[src/rtl/cache_arbiter_if.sv]
// Bundle of the I-cache, D-cache and physical-memory signals around cache_arbiter.
// slave  : the arbiter's view (consumes cache requests, drives pmem and responses).
// master : the surrounding environment (caches plus memory).
interface cache_arbiter_if #(
  parameter int ADDR_WIDTH = 32,
  parameter int LINE_WIDTH = 256
);
  // I-cache side
  logic                  i_read;
  logic [ADDR_WIDTH-1:0] i_addr;
  logic [LINE_WIDTH-1:0] i_rdata;
  logic                  i_resp;
  // D-cache side
  logic                  d_read;
  logic                  d_write;
  logic [ADDR_WIDTH-1:0] d_addr;
  logic [LINE_WIDTH-1:0] d_wdata;
  logic [LINE_WIDTH-1:0] d_rdata;
  logic                  d_resp;
  // physical memory side
  logic                  pmem_read;
  logic                  pmem_write;
  logic [ADDR_WIDTH-1:0] pmem_addr;
  logic [LINE_WIDTH-1:0] pmem_wdata;
  logic [LINE_WIDTH-1:0] pmem_rdata;
  logic                  pmem_resp;

  modport slave (
    input  i_read, i_addr, d_read, d_write, d_addr, d_wdata, pmem_rdata, pmem_resp,
    output i_rdata, i_resp, d_rdata, d_resp, pmem_read, pmem_write, pmem_addr, pmem_wdata
  );

  modport master (
    output i_read, i_addr, d_read, d_write, d_addr, d_wdata, pmem_rdata, pmem_resp,
    input  i_rdata, i_resp, d_rdata, d_resp, pmem_read, pmem_write, pmem_addr, pmem_wdata
  );
endinterface

[src/rtl/cache_arbiter.sv]
// cache_arbiter: serialises I-cache and D-cache line fills / write-backs onto one
// physical memory port. One transfer at a time: IDLE -> BUSY_x -> RESP_x -> IDLE.
// D-side wins ties by default (older instruction). Defining ARB_ROUND_ROBIN_EN
// adds a last_grant register so that ties alternate between the two caches.
module cache_arbiter #(
  parameter int ADDR_WIDTH = 32,
  parameter int LINE_WIDTH = 256
) (
  input  logic           clk,
  input  logic           rst,
  cache_arbiter_if.slave bus
);

  typedef enum logic [2:0] {
    IDLE   = 3'd0,
    BUSY_D = 3'd1,
    BUSY_I = 3'd2,
    RESP_D = 3'd3,
    RESP_I = 3'd4
  } state_t;

  state_t                state_q, state_d;
  logic                  dcache_req, icache_req;
  logic                  gnt_dcache, gnt_icache;
  logic                  busy;
  logic                  pmem_read_q, pmem_write_q;
  logic [ADDR_WIDTH-1:0] pmem_addr_q;
  logic [LINE_WIDTH-1:0] pmem_wdata_q;
  logic [LINE_WIDTH-1:0] line_q;

`ifdef ARB_ROUND_ROBIN_EN
  localparam logic LAST_D = 1'b0;
  localparam logic LAST_I = 1'b1;
  logic last_grant_q;
`endif

  // a simultaneous read+write from the D-cache is handled as a write-back
  assign dcache_req = bus.d_read | bus.d_write;
  assign icache_req = bus.i_read;
  assign busy       = (state_q == BUSY_D) || (state_q == BUSY_I);

  // state register; async reset abandons any in-flight transfer
  always_ff @(posedge clk or posedge rst) begin
    if (rst) state_q <= IDLE;
    else     state_q <= state_d;
  end

  // arbitration and next-state decode; grants only happen in IDLE
  always_comb begin
    state_d    = state_q;
    gnt_dcache = 1'b0;
    gnt_icache = 1'b0;
    unique case (state_q)
      IDLE: begin
`ifdef ARB_ROUND_ROBIN_EN
        if (dcache_req && icache_req) begin
          if (last_grant_q == LAST_I) gnt_dcache = 1'b1;
          else                        gnt_icache = 1'b1;
        end else if (dcache_req) begin
          gnt_dcache = 1'b1;
        end else if (icache_req) begin
          gnt_icache = 1'b1;
        end
`else
        if (dcache_req)      gnt_dcache = 1'b1;
        else if (icache_req) gnt_icache = 1'b1;
`endif
        if (gnt_dcache)      state_d = BUSY_D;
        else if (gnt_icache) state_d = BUSY_I;
      end
      BUSY_D:  if (bus.pmem_resp) state_d = RESP_D;
      BUSY_I:  if (bus.pmem_resp) state_d = RESP_I;
      RESP_D:  state_d = IDLE;
      RESP_I:  state_d = IDLE;
      default: state_d = IDLE;
    endcase
  end

  // memory-side registers: load on grant, hold while busy, drop on completion
  always_ff @(posedge clk or posedge rst) begin
    if (rst) begin
      pmem_read_q  <= 1'b0;
      pmem_write_q <= 1'b0;
      pmem_addr_q  <= '0;
      pmem_wdata_q <= '0;
      line_q       <= '0;
    end else if (gnt_dcache) begin
      pmem_addr_q  <= bus.d_addr;
      pmem_wdata_q <= bus.d_wdata;
      pmem_write_q <= bus.d_write;
      pmem_read_q  <= ~bus.d_write;
    end else if (gnt_icache) begin
      pmem_addr_q  <= bus.i_addr;
      pmem_write_q <= 1'b0;
      pmem_read_q  <= 1'b1;
    end else if (busy && bus.pmem_resp) begin
      // write completions capture too; the D-cache ignores the data then
      line_q       <= bus.pmem_rdata;
      pmem_read_q  <= 1'b0;
      pmem_write_q <= 1'b0;
    end
  end

`ifdef ARB_ROUND_ROBIN_EN
  // remember which cache was served last so ties alternate
  always_ff @(posedge clk or posedge rst) begin
    if (rst)             last_grant_q <= LAST_I;
    else if (gnt_dcache) last_grant_q <= LAST_D;
    else if (gnt_icache) last_grant_q <= LAST_I;
  end
`endif

  // responses decode straight from state so reset clears them immediately
  assign bus.i_resp     = (state_q == RESP_I);
  assign bus.d_resp     = (state_q == RESP_D);
  assign bus.i_rdata    = line_q;
  assign bus.d_rdata    = line_q;
  assign bus.pmem_read  = pmem_read_q;
  assign bus.pmem_write = pmem_write_q;
  assign bus.pmem_addr  = pmem_addr_q;
  assign bus.pmem_wdata = pmem_wdata_q;

`ifndef SYNTHESIS
  a_no_rd_and_wr: assert property (@(posedge clk) disable iff (rst)
    !(bus.d_read && bus.d_write));
  a_pmem_one_op: assert property (@(posedge clk) disable iff (rst)
    !(pmem_read_q && pmem_write_q));
  a_one_resp: assert property (@(posedge clk) disable iff (rst)
    $onehot0({bus.i_resp, bus.d_resp}));
`endif

endmodule

[src/flat_wrapper.sv]
// flat-port wrapper written by rule: the top's interface ports become plain ports
module cache_arbiter_flat 
#(
  parameter int ADDR_WIDTH = 32,
  parameter int LINE_WIDTH = 256
)
  (clk, rst, bus_i_read, bus_i_addr, bus_d_read, bus_d_write, bus_d_addr, bus_d_wdata, bus_pmem_rdata, bus_pmem_resp, bus_i_rdata, bus_i_resp, bus_d_rdata, bus_d_resp, bus_pmem_read, bus_pmem_write, bus_pmem_addr, bus_pmem_wdata);
  cache_arbiter_if #(.ADDR_WIDTH(ADDR_WIDTH), .LINE_WIDTH(LINE_WIDTH)) bus_i ();
  input  logic clk;
  input  logic rst;
  input wire logic [$bits(bus_i.i_read)-1:0] bus_i_read;
  input wire logic [$bits(bus_i.i_addr)-1:0] bus_i_addr;
  input wire logic [$bits(bus_i.d_read)-1:0] bus_d_read;
  input wire logic [$bits(bus_i.d_write)-1:0] bus_d_write;
  input wire logic [$bits(bus_i.d_addr)-1:0] bus_d_addr;
  input wire logic [$bits(bus_i.d_wdata)-1:0] bus_d_wdata;
  input wire logic [$bits(bus_i.pmem_rdata)-1:0] bus_pmem_rdata;
  input wire logic [$bits(bus_i.pmem_resp)-1:0] bus_pmem_resp;
  output wire logic [$bits(bus_i.i_rdata)-1:0] bus_i_rdata;
  output wire logic [$bits(bus_i.i_resp)-1:0] bus_i_resp;
  output wire logic [$bits(bus_i.d_rdata)-1:0] bus_d_rdata;
  output wire logic [$bits(bus_i.d_resp)-1:0] bus_d_resp;
  output wire logic [$bits(bus_i.pmem_read)-1:0] bus_pmem_read;
  output wire logic [$bits(bus_i.pmem_write)-1:0] bus_pmem_write;
  output wire logic [$bits(bus_i.pmem_addr)-1:0] bus_pmem_addr;
  output wire logic [$bits(bus_i.pmem_wdata)-1:0] bus_pmem_wdata;
  assign bus_i.i_read = bus_i_read;
  assign bus_i.i_addr = bus_i_addr;
  assign bus_i.d_read = bus_d_read;
  assign bus_i.d_write = bus_d_write;
  assign bus_i.d_addr = bus_d_addr;
  assign bus_i.d_wdata = bus_d_wdata;
  assign bus_i.pmem_rdata = bus_pmem_rdata;
  assign bus_i.pmem_resp = bus_pmem_resp;
  assign bus_i_rdata = bus_i.i_rdata;
  assign bus_i_resp = bus_i.i_resp;
  assign bus_d_rdata = bus_i.d_rdata;
  assign bus_d_resp = bus_i.d_resp;
  assign bus_pmem_read = bus_i.pmem_read;
  assign bus_pmem_write = bus_i.pmem_write;
  assign bus_pmem_addr = bus_i.pmem_addr;
  assign bus_pmem_wdata = bus_i.pmem_wdata;
  cache_arbiter #(.ADDR_WIDTH(ADDR_WIDTH), .LINE_WIDTH(LINE_WIDTH)) u_core (.clk(clk), .rst(rst), .bus(bus_i));
endmodule
[config.mk]
export PLATFORM = sky130hd
export DESIGN_NAME = cache_arbiter_flat
export DESIGN_NICKNAME = d
export VERILOG_FILES = /design/src/rtl/cache_arbiter_if.sv /design/src/rtl/cache_arbiter.sv /design/src/flat_wrapper.sv
export SDC_FILE = /design/constraint.sdc
export NUM_CORES = 1
export LEC_CHECK = 0
export ABC_AREA = 1
export BUFFER_PORTS_ARGS = -buffer_cell sky130_fd_sc_hd__buf_2
export CORE_AREA = 2 2 543 545
export DETAILED_ROUTE_END_ITERATION = 6
export DIE_AREA = 0 0 545 547
export PLACE_DENSITY = 0.3
export SETUP_SLACK_MARGIN = 0.05
export SYNTH_ARGS = -nofsm -noshare
export SYNTH_HDL_FRONTEND = slang
export SYNTH_SLANG_ARGS = --single-unit
[constraint.sdc]
create_clock -name clk -period 36.8 [get_ports clk]
set_input_delay 7.36 -clock clk [delete_from_list [all_inputs] [get_ports clk]]
set_output_delay 7.36 -clock clk [all_outputs]
set_load 0.05 [all_outputs]
* Yosys cells after proc, flatten, opt, wreduce, memory -nomap -nowiden *
Cells that the tools add are included.

storage, ports and cells
  latch bits = 0
  output and inout bits = 804
  memories = 0
  memory bits (writable) = 0
  bits in read-only memories = 0
  bits in registers = 549

cells by class
  muxes and demuxes = 19
  div/mod/pow operators = 0
  $add $sub $neg = 0
  bitwise logic cells = 4
  shift-type cells = 0
  multipliers = 0
  $lt $le $gt $ge = 0
  reductions and logical operators = 7
  equal/unequal tests = 7

operators by type and width
  kind                  count
  $mux W32              2
  $mux W1               12
  $mux W3               4
  $pmux W3 S3           1
  $eq A3 B2 Y1 const B  2
  $reduce_and A3 Y1     2
  $ne A2 B2 Y1 const B  2
  $eq A3 B1 Y1 const B  1
  $eq A3 B3 Y1 const B  1
  $logic_not A3 Y1      1
  $ne A3 B1 Y1 const B  1
  $not A1 Y1            3
  $reduce_bool A3 Y1    1
  $reduce_bool A2 Y1    1
  $logic_and A1 B1 Y1   1
  $logic_or A1 B1 Y1    1
  $or A1 B1 Y1          1

* Logic depth before layout (Yosys ltp) *
  depth after elaboration = 6
  gate-level depth with buffers = 8

* Least setup slack after synthesis *
Ideal clock, no wire load.

  path kind = register to output
  from = register u_core.state_q[2]
  to = output bus_i_resp
  required time = 29.440 ns
  path buffers = 2
  data arrival time = 1.811 ns
  slack = 27.629 ns
  cell stages (with the launch flop) = 5
  path through = dfrtp_1 -> inv_1 -> buf_2 -> buf_1 -> nor3_1

between the ends
  word-level cells in the longest chain between the ends = 1

RTL lines
  element                 RTL line              source
  start, declared         cache_arbiter.sv:22   state_t state_q, state_d;
  start signal, assigned  cache_arbiter.sv:45   else state_q <= state_d;
  $eq A3 B3 Y1            cache_arbiter.sv:114  assign bus.i_resp = (state_q == RESP_I);
  end, declared           flat_wrapper.sv:20    output wire logic [$bits(bus_i.i_resp)-1:0] bus_i_resp;

Every way passes these cells.

==> impl_metrics.toml <==
[global_routing]
track_usage_pct = 11.0
overflow = 0
grt_pass1_vias = 23708
grt_max_degree = 126
grt_pass1_wl_um = 222000
antenna_found_initial = 111

[setup_path]
critPathArrivalTime_ns = 12.36
crit_required_ns = 37.65
end_kind = "async pin"
worstPathMaxFanout = 87
startpoint_type = "primary input"
path_class = "primary input to async pin"

[yosys]
synth-seq-cells = 549
syn_area_um2 = 23800
netlist_top_cells_count = "1389 x nand2_1, 549 x dfrtp_1, 296 x nand3_1, 284 x buf_4, 74 x buf_2"
synth_largest_area_cell = "dfrtp_1"
syn_area_per_cell_um2 = 8.59
synth_edf_count = 0
synth_flop_cell = "dfrtp_1"
synth_nets = 3348
ys_types = 15
synth_top_area_share_pct = 57.8
yosysSeqAreaShare_pct = 57.8
synthTopCellsByArea = "dfrtp_1 58%, nand2_1 22%, buf_4 9.0%, nand3_1 6.2%, buf_2 1.6%"
synth_most_common_cell = "nand2_1"
synthCells = 2766
async_flop_share_pct = 100
ys_warn_count = 0

[status]
status = "finished clean"

[timing]
hold_viol_final = 0
relSlewSlack_pct = 31.9
rsz0062_at_grt = "false"
skew_ns = 0.0457
max_freq_mhz = 86.9
fin_crit_sh_pct = 31.3
slew_violations = 0
worst_pin_slew_ns = 1.02
min_period_ns = 11.51
setup_violations = 0
setup_tns_ns = 0

[floorplanning]
core-area_um2 = 293000
rows = 199
num_io_pins = 1386
fp.dieW_um = 545
die_area_um2 = 298000
start_util_pct = 8.12
dieHeight_um = 547

[job]
max-cap-violations = 0

[cells_and_area]
drive_gt1_share_pct = 39.5
final_nets = 4427
area.growth.synth_to_final_pct = 50.5

[clocking]
numCtsBuffers = 80
clock_latency_ns = 0.78
cts-root-buf = "clkbuf_16"
cts_resized = 0
htree_levels = 3
hold_buffers = 0
clk_pin_slew_ns = 0.05
cts_tree = "yes"
cts.path.max_buffers = 4
clock-sinks = 549
cts_setup_buffers = 0

[routing]
finalWirelength_um = 170000
ant_nets = 0
drt_iter0_drc = 1586
dr.pass1.iters = 6
avgViaCountPerCell = 2.97
wl_per_cell_um = 21.6
drcViolationCount = 0
via_count = 23381

[worst_hold_path]
min_path_type = "register to register"

[placed_design]
hpwlAfterDp_um = 139000
place_congestion = 0.897
place.port_buffers = 1385
-- stage by stage --
stage	cells	cell area [um2]	utilization [%]	worst slack (ns)	hold slack (ns)
after floorplan	2766	23800	-	14.09	0.566
after global placement	7682	33100	11.3	24.16	0.458
after detailed placement	7682	33100	11.3	24.13	0.459
after CTS	7815	35600	12.2	24.98	0.475
after global routing	7852	35700	12.2	24.56	0.494
final	7864	35800	12.2	25.29	0.473
-- metal layers --
layer | up-vias | share of wire, % | global-route usage, %
met4 | 64 | 3.0 | 3.46
met2 | 1235 | 48 | 18.6
met1 | 11241 | 39 | 12.6
met5 | - | 0.24 | 0
li1 | 10541 | - | -
met3 | 300 | 10 | 4.18
-- placed cells by master (no fill, tap or decap) --
cell	synthesis	layout
nand4_1	34	34
nor2_1	3	2
inv_8	0	2
nand3_1	296	294
inv_2	2	1
inv_16	0	1
clkbuf_8	0	16
clkbuf_1	45	16
clkinv_8	0	2
nand2_4	0	1
inv_6	0	1
bufinv_16	0	4
clkinv_2	0	10
nand3_2	0	1
nand2_1	1389	1388
inv_1	72	71
dfrtp_1	549	549
diode_2	0	49
nor3_1	2	2
nand2_8	0	1
buf_2	74	1384
nor2_4	1	2
buf_4	284	29
clkinvlp_4	0	2
nand3_4	0	1
buf_8	0	1
clkbuf_16	0	81
-- state kept, by name (all words and copies together), names as in the netlist --
name	cells
u_core.bus.d_rdata	256
u_core.bus.pmem_wdata	256
u_core.bus.pmem_addr	32
u_core.state_q	3
u_core.bus.pmem_read	1
u_core.bus.pmem_write	1
-- worst max-delay path, cell delays in order --
cell and delay (ns):
buf_2 0.13, inv_8 0.41, buf_4 0.75, buf_4 0.66
buf_4 0.76, buf_4 0.71, buf_4 0.68, buf_4 0.56
-- layout make-up --
class | instances | area [um2]
Timing Repair Buffer | 1414 | 7160
Multi-Input combinational cell | 1726 | 6990
Clock inverter | 20 | 246
Antenna cell | 49 | 123
Sequential cell | 549 | 13700
Tap cell | 3919 | 4900
Clock buffer | 113 | 2310
Inverter | 74 | 293
Fill cell | 33917 | 257000
-- logic make-up after synthesis --
group	share of synthesized area, %
buffers and inverters	12.9
flip-flops	57.8
AND/OR/NAND/NOR	29.2
-- path summary, 6_finish.rpt --
kind | cells after the start | slack [ns] | startpoint | end
worst max-delay path | 8 | 25.29 | rst | u_core.bus.pmem_wdata[207]$_DFFE_PP0N_
worst min-delay path | 2 | 0.47 | u_core.bus.pmem_wdata[70]$_DFFE_PP0N_ | u_core.bus.pmem_wdata[70]$_DFFE_PP0N_
worst max register to register | 8 | 32.34 | u_core.state_q[1]$_DFFE_PP0P_ | u_core.bus.pmem_wdata[36]$_DFFE_PP0N_
worst min register to register | 2 | 0.47 | u_core.bus.pmem_wdata[70]$_DFFE_PP0N_ | u_core.bus.pmem_wdata[70]$_DFFE_PP0N_
max in group clk | 10 | 25.94 | bus_d_write | u_core.bus.pmem_wdata[36]$_DFFE_PP0N_
min in group asynchronous | 2 | 6.69 | rst | u_core.bus.d_rdata[89]$_DFFE_PP0P_
Power is left out: the tool's default activity adds up to more than one toggle a clock period on the data nets, which glitch-free logic cannot reach.
